<file path="src/rtl/base_aframe.sv">
// base_aframe: cuts an unframed data stream into packets sized by a command stream,
// emitting a registered valid/ready/end stream with a per-packet beat index.
//   state    | meaning
//   S_IDLE   | no packet open; commands accepted, data back-pressured
//   S_ACTIVE | packet open; rem_q beats still to accept
module base_aframe #(
  parameter int width  = 64,
  parameter int lwidth = 8
) (
  input  logic              clk,
  input  logic              reset,
  input  logic              i_cmd_v,
  output logic              i_cmd_r,
  input  logic [lwidth-1:0] i_cmd_len,
  input  logic              i_d_v,
  output logic              i_d_r,
  input  logic [width-1:0]  i_d_d,
  output logic              o_v,
  input  logic              o_r,
  output logic [width-1:0]  o_d,
  output logic              o_e,
  output logic [lwidth-1:0] o_beat
);

  typedef enum logic {S_IDLE = 1'b0, S_ACTIVE = 1'b1} state_t;

  // rem carries one extra bit so a zero-length command can hold 2^lwidth.
  localparam logic [lwidth:0] REM_ONE = (lwidth + 1)'(1);
  localparam logic [lwidth:0] REM_MAX = {1'b1, {lwidth{1'b0}}};

  state_t             state_q, state_d;
  logic [lwidth:0]    rem_q, rem_d;
  logic [lwidth-1:0]  idx_q, idx_d;
  logic               o_v_q, o_v_d;
  logic [width-1:0]   o_d_q, o_d_d;
  logic               o_e_q, o_e_d;
  logic [lwidth-1:0]  o_beat_q, o_beat_d;

  logic load_ok, in_x, last_x, cmd_x;

  always_comb begin
    state_d  = state_q;
    rem_d    = rem_q;
    idx_d    = idx_q;
    o_d_d    = o_d_q;
    o_e_d    = o_e_q;
    o_beat_d = o_beat_q;

    load_ok = ~o_v_q | o_r;
    i_d_r   = (state_q == S_ACTIVE) & load_ok;
    in_x    = i_d_v & i_d_r;
    last_x  = in_x & (rem_q == REM_ONE);
    // Opening the next command on the last-beat cycle gives zero-bubble chaining.
    i_cmd_r = (state_q == S_IDLE) | last_x;
    cmd_x   = i_cmd_v & i_cmd_r;

    o_v_d = in_x | (o_v_q & ~o_r);

    if (in_x) begin
      o_d_d    = i_d_d;
      o_e_d    = (rem_q == REM_ONE);
      o_beat_d = idx_q;
      idx_d    = idx_q + 1'b1;
      rem_d    = rem_q - REM_ONE;
    end

    if (last_x) begin
      state_d = S_IDLE;
    end

    if (cmd_x) begin
      rem_d   = (i_cmd_len == '0) ? REM_MAX : {1'b0, i_cmd_len};
      idx_d   = '0;
      state_d = S_ACTIVE;
    end
  end

  always_ff @(posedge clk or negedge reset) begin
    if (!reset) begin
      state_q  <= S_IDLE;
      rem_q    <= '0;
      idx_q    <= '0;
      o_v_q    <= 1'b0;
      o_d_q    <= '0;
      o_e_q    <= 1'b0;
      o_beat_q <= '0;
    end else begin
      state_q  <= state_d;
      rem_q    <= rem_d;
      idx_q    <= idx_d;
      o_v_q    <= o_v_d;
      o_d_q    <= o_d_d;
      o_e_q    <= o_e_d;
      o_beat_q <= o_beat_d;
    end
  end

  assign o_v    = o_v_q;
  assign o_d    = o_d_q;
  assign o_e    = o_e_q;
  assign o_beat = o_beat_q;

endmodule

</file>
<file path="config.mk">
export PLATFORM = sky130hd
export DESIGN_NAME = base_aframe
export DESIGN_NICKNAME = d
export VERILOG_FILES = /design/src/rtl/base_aframe.sv
export SDC_FILE = /design/constraint.sdc
export NUM_CORES = 1
export LEC_CHECK = 0
export ABC_AREA = 1
export CAP_MARGIN = 25
export CELL_PAD_IN_SITES_DETAIL_PLACEMENT = 1
export CELL_PAD_IN_SITES_GLOBAL_PLACEMENT = 1
export CORE_ASPECT_RATIO = 1.2
export CORE_MARGIN = 5
export CORE_UTILIZATION = 31
export DETAILED_ROUTE_END_ITERATION = 8
export PLACE_DENSITY_LB_ADDON = 0.1
export REMOVE_ABC_BUFFERS = 1
export SLEW_MARGIN = 25
export SYNTH_ARGS = -nofsm -noshare
export SYNTH_HDL_FRONTEND = slang
export SYNTH_SLANG_ARGS = --single-unit
</file>
<file path="constraint.sdc">
create_clock -name clk -period 1.9 [get_ports clk]
set_input_delay 0.38 -clock clk [delete_from_list [all_inputs] [get_ports clk]]
set_output_delay 0.38 -clock clk [all_outputs]
set_load 0.01 [all_outputs]
</file>
* Word-level counts from Yosys, hierarchy flattened
Cells that the tools add are included.
** Storage, ports and cells
- Register bits after elaboration :: 92
- Word-level logic and storage cells :: 31
** Cells by class
- Bitwise logic cells :: 11
- Equal/unequal tests :: 1
- Reductions and logical operators :: 3
- Add/sub/neg operators :: 2
- Mux-type cells :: 7
** Operator list (count)
- 9-bit two-way mux :: 3
- 8-bit two-way mux :: 2
- 9-bit by 1-bit == test with 1-bit output (second input constant) :: 1
- 9-bit by 1-bit subtractor with 9-bit output (second input constant) :: 1
- 8-bit by 1-bit adder with 8-bit output (second input constant) :: 1
- 8-bit zero test :: 1
- 1-bit bitwise AND :: 5
- 2-bit nonzero test :: 2
- 1-bit NOT :: 3
- 1-bit OR :: 3
- 1-bit two-way mux :: 2

* Depth between registers and ports, before layout
- Depth after elaboration :: 8
- Gate-level depth with buffers :: 12
- Depth with buffers taken out :: 12

* Worst setup path after synthesis
OpenSTA, ideal clock, no wires.
- Kind :: register to output
- From :: register rem_q[1]
- To :: output i_cmd_r
- Buffers on the path :: 1
- Path slack :: 0.434 ns
- Data arrival time :: 1.086 ns
- Cell stages (with the launch flop) :: 10
- Cells stage by stage :: dfrtp_1 -> inv_1 -> ha_1 -> inv_1 -> nor2_1 -> nand2_1 -> nor2_2 -> nand2_2 -> nand2_4 -> buf_6
** On the way
- Longest elaborated chain between the ends :: 3
** RTL lines
- start: declaration :: RTL line 32 : logic [lwidth:0] rem_q, rem_d;
- start signal: assignment :: RTL line 89 : rem_q <= rem_d;
- 9-bit by 1-bit == test with 1-bit output :: RTL line 52 : last_x = in_x & (rem_q == REM_ONE);
- 1-bit bitwise AND :: RTL line 52
- 1-bit OR :: RTL line 54 : i_cmd_r = (state_q == S_IDLE) | last_x;
- end: declaration :: RTL line 13 : output logic i_cmd_r,
No other way between the ends.

* Worst setup path after layout
Same ends and word-level chain as after synthesis.

==> qor.csv <==
stage,metric,value,unit
timing,setup_viol,0,
clock_network,cts_max_level,3,
worst_setup_path,start_kind,flip-flop,
finish,finalInstanceArea,6090,um^2
logic_synthesis,netlist_instances,461,
worst_hold_path,min-delay-start,o_beat[4],
timing,post-route-period-util,0.989,
worst_setup_path,crit_fanout,2,
run,maxCapViolCount,0,
worst_setup_path,path_class,reg -> out,
logic_synthesis,muxShareOfSynthArea,0,
floorplanning,coreArea,12600,um^2
clock_network,cts_tree,built,
worst_setup_path,cpPeakStageDelay,0.40,ns
logic_synthesis,yosysTopAreaCellShare,0.583,
clock_network,clk_pin_slew,0.06,ns
worst_setup_path,r2r_end,rem_q[0],
power,ir_drop,504,uV
worst_setup_path,path_cells,inv_2 -> ha_4 -> inv_2 -> nor2_2 -> nand2_1 -> nor2_2 -> nand2_2 -> nand2_4 -> buf_6,
logic_synthesis,syn_area,3950,um^2
global_routing,grt-ovfl-total,0,
timing,finalClockSkew,0.00656,ns
finish,n_antenna_cell,0,
floorplanning,io_pins,153,
routing,wl,12300,um
global_routing,grt_first_pass_wirelength,20100,um
routing,drc,0,
finish,fin_nets,704,
logic_synthesis,synth_area_leaders,"dfrtp_1 58%, nand2_1 22%, nand3_1 3.3%, nor2_1 1.8%, buf_2 1.8%",
worst_hold_path,hold_path.class,reg -> reg,
routing,ant_nets,0,
logic_synthesis,ys_warn_count,0,
logic_synthesis,ys_seq_area_frac,0.583,
logic_synthesis,synth-simple-area-share,0.306,
logic_synthesis,yosys.area_share.adder,0.00951,
placement,gp_congestion,0.776,
logic_synthesis,synth_area_leader_cell,dfrtp_1,
logic_synthesis,syn_avg_cell_area,8.56,um^2
worst_setup_path,rrSetupSlack,0.21,ns
clock_network,clockBufferDepth,2,
power,power.density,1190,nW/um^2
power,leakage,0.00297,uW
routing,drt_iter0_drc,95,
logic_synthesis,synthXorXnorAreaFrac,0.0178,
timing,finalMaxSlewViolations,0,
floorplanning,die_h,134,um
routing,wl_per_cell,15.5,um
floorplanning,row_count,45,
logic_synthesis,yosysMostFrequentCell,nand2_1,
logic_synthesis,synth-edff-count,0,
finish,fillers,1473,
placement,place_inst,774,
worst_setup_path,reg2reg_depth,12,
routing,dr.pass1.iters,4,
global_routing,antenna_found_initial,0,
finish,layout-drive-gt1-share,0.0859,
global_routing,grt_pass1_vias,3862,
status,status,"complete, no violations",
timing,max_freq,532,MHz
routing,num_vias,3595,
worst_setup_path,r2r_start,rem_q[1],
finish,syn2layout_area_growth,54.4,%
timing,hold_violations,0,
logic_synthesis,ys_ff_latch,92,
floorplanning,start_util,0.314,
timing,tightest_slew,0.467,ns
global_routing,track_usage,0.167,
clock_network,cts-root-buf,clkbuf_16,
timing,rsz0062_at_grt,yes,
worst_setup_path,worst_path_max_delay_cell,dfrtp_1,
placement,dpl.hpwl,9010,um
finish,finalCoreUtilization,0.485,
logic_synthesis,synth_cell_types,26,
clock_network,numClockSinks,92,
worst_hold_path,hold_path_end,o_beat[4],
timing,fin_crit,1.88,ns
floorplanning,dieArea,15100,um^2
worst_setup_path,crit_path_end_kind,output port,
clock_network,cts_inserted_buffers,9,
logic_synthesis,synthArstFlopShare,1.00,
worst_setup_path,worst_ep_required_time,1.52,ns
logic_synthesis,netlist_top_cells_count,"236 x nand2_1, 92 x dfrtp_1, 26 x nand3_1, 19 x nor2_1, 18 x inv_1",
timing,relSlewSlack,0.686,
logic_synthesis,synth-compound-area-share,0.0279,
placement,io_buffers,152,
worst_hold_path,holdPathStages,2,
floorplanning,die_w,113,um
placement,dpl_cell_area,5710,um^2
finish,fin_cells,793,
routing,via_per_inst,4.53,
logic_synthesis,synth_top_family_by_area,simple AND/OR/NAND/NOR gates,
global_routing,grt_max_degree,50,
worst_setup_path,critical_path_arrival,1.50,ns
logic_synthesis,synth_flop_cell,dfrtp_1,
timing,final.setup.tns,0,ns
clock_network,worstSkewPairLatency,0.33,ns
## flip-flops by register name (all words and copies together), names as in the netlist
register  flops
o_v           1
o_beat        8
idx_q         8
rem_q         9
o_e           1
state_q       1
o_d          64
## through the flow
step	total power, uW	hold WS, ns	setup WS, ns
after detailed placement	5290	0.336	-0.249
after global placement	5200	0.334	-0.255
after CTS	7330	0.482	-0.124
final	7260	0.478	0.0209
after global routing	7750	0.502	-0.106
after floorplan	3870	0.0844	-0.876
## layer usage
metal	track usage	routed length, um
met1	0.196	5130
met5	0	0
met4	0.0668	257
met2	0.297	6380
met3	0.0318	530
## where the power goes
part	switching [uW]	total, uW	internal, uW
clock	758	1990	1230
sequential	326	2780	2450
combinational	1210	2490	1290
total	2290	7260	4970
## how the worst max path moves through the flow
stage | startpoint | end | slack, ns | cells after the start
6_report | rem_q[1] | i_cmd_r | 0.02 | 9
5_1_grt | rem_q[1] | i_cmd_r | -0.11 | 9
4_1_cts | rem_q[1] | i_cmd_r | -0.12 | 9
3_5_place_dp | o_r | i_cmd_r | -0.25 | 8
3_3_place_gp | o_r | i_cmd_r | -0.26 | 8
2_1_floorplan | state_q | rem_q[0] | -0.88 | 7
## worst max-delay path: cells and delay by family, from the launching register on
family | cells | cell delay, ns
simple gates | 5 | 0.44
flops | 1 | 0.40
buf+inv | 3 | 0.21
fa+ha+maj | 1 | 0.12
## placed cells by master (no fill, tap or decap), drive strengths merged, types with 3 or more instances in the layout
master / Yosys / final
buf: 17 / 23
nand2: 241 / 241
ha: 3 / 3
xor2: 7 / 7
nand3: 27 / 27
dfrtp: 92 / 92
o21ai: 6 / 6
clkdlybuf4s50: 0 / 149
o211ai: 8 / 8
clkinv: 1 / 3
inv: 19 / 20
nor2: 22 / 22
clkbuf: 5 / 11
a21oi: 4 / 4
nor3: 5 / 5
## kinds of logic after synthesis
family                     count (synthesis)
AOI/OAI and AO/OA                         18
xor gates and xnor gates                   8
adders and majority gates                  3
buffers and inverters                     42
DFF                                       92
and+or+nand+nor                          298
## final cells by class
class / count / area, um^2 / share of cell area
well taps: 164 / 205 / 0.0337
clock buffers: 11 / 253 / 0.0415
clock inverters: 5 / 82.6 / 0.0136
flip-flops and latches: 92 / 2300 / 0.378
inverters: 20 / 75.1 / 0.0123
repair buffers: 174 / 1720 / 0.283
multi-input cells: 327 / 1450 / 0.238
## timing repair
action,CTS,global route
endpoints found under the hold margin,26,0
endpoints found under the setup margin,2,12
setup buffers,0,2
pin swaps,0,4
hold buffers,1,0
gates resized for setup,4,8
Power figures use the tool's default switching activity.
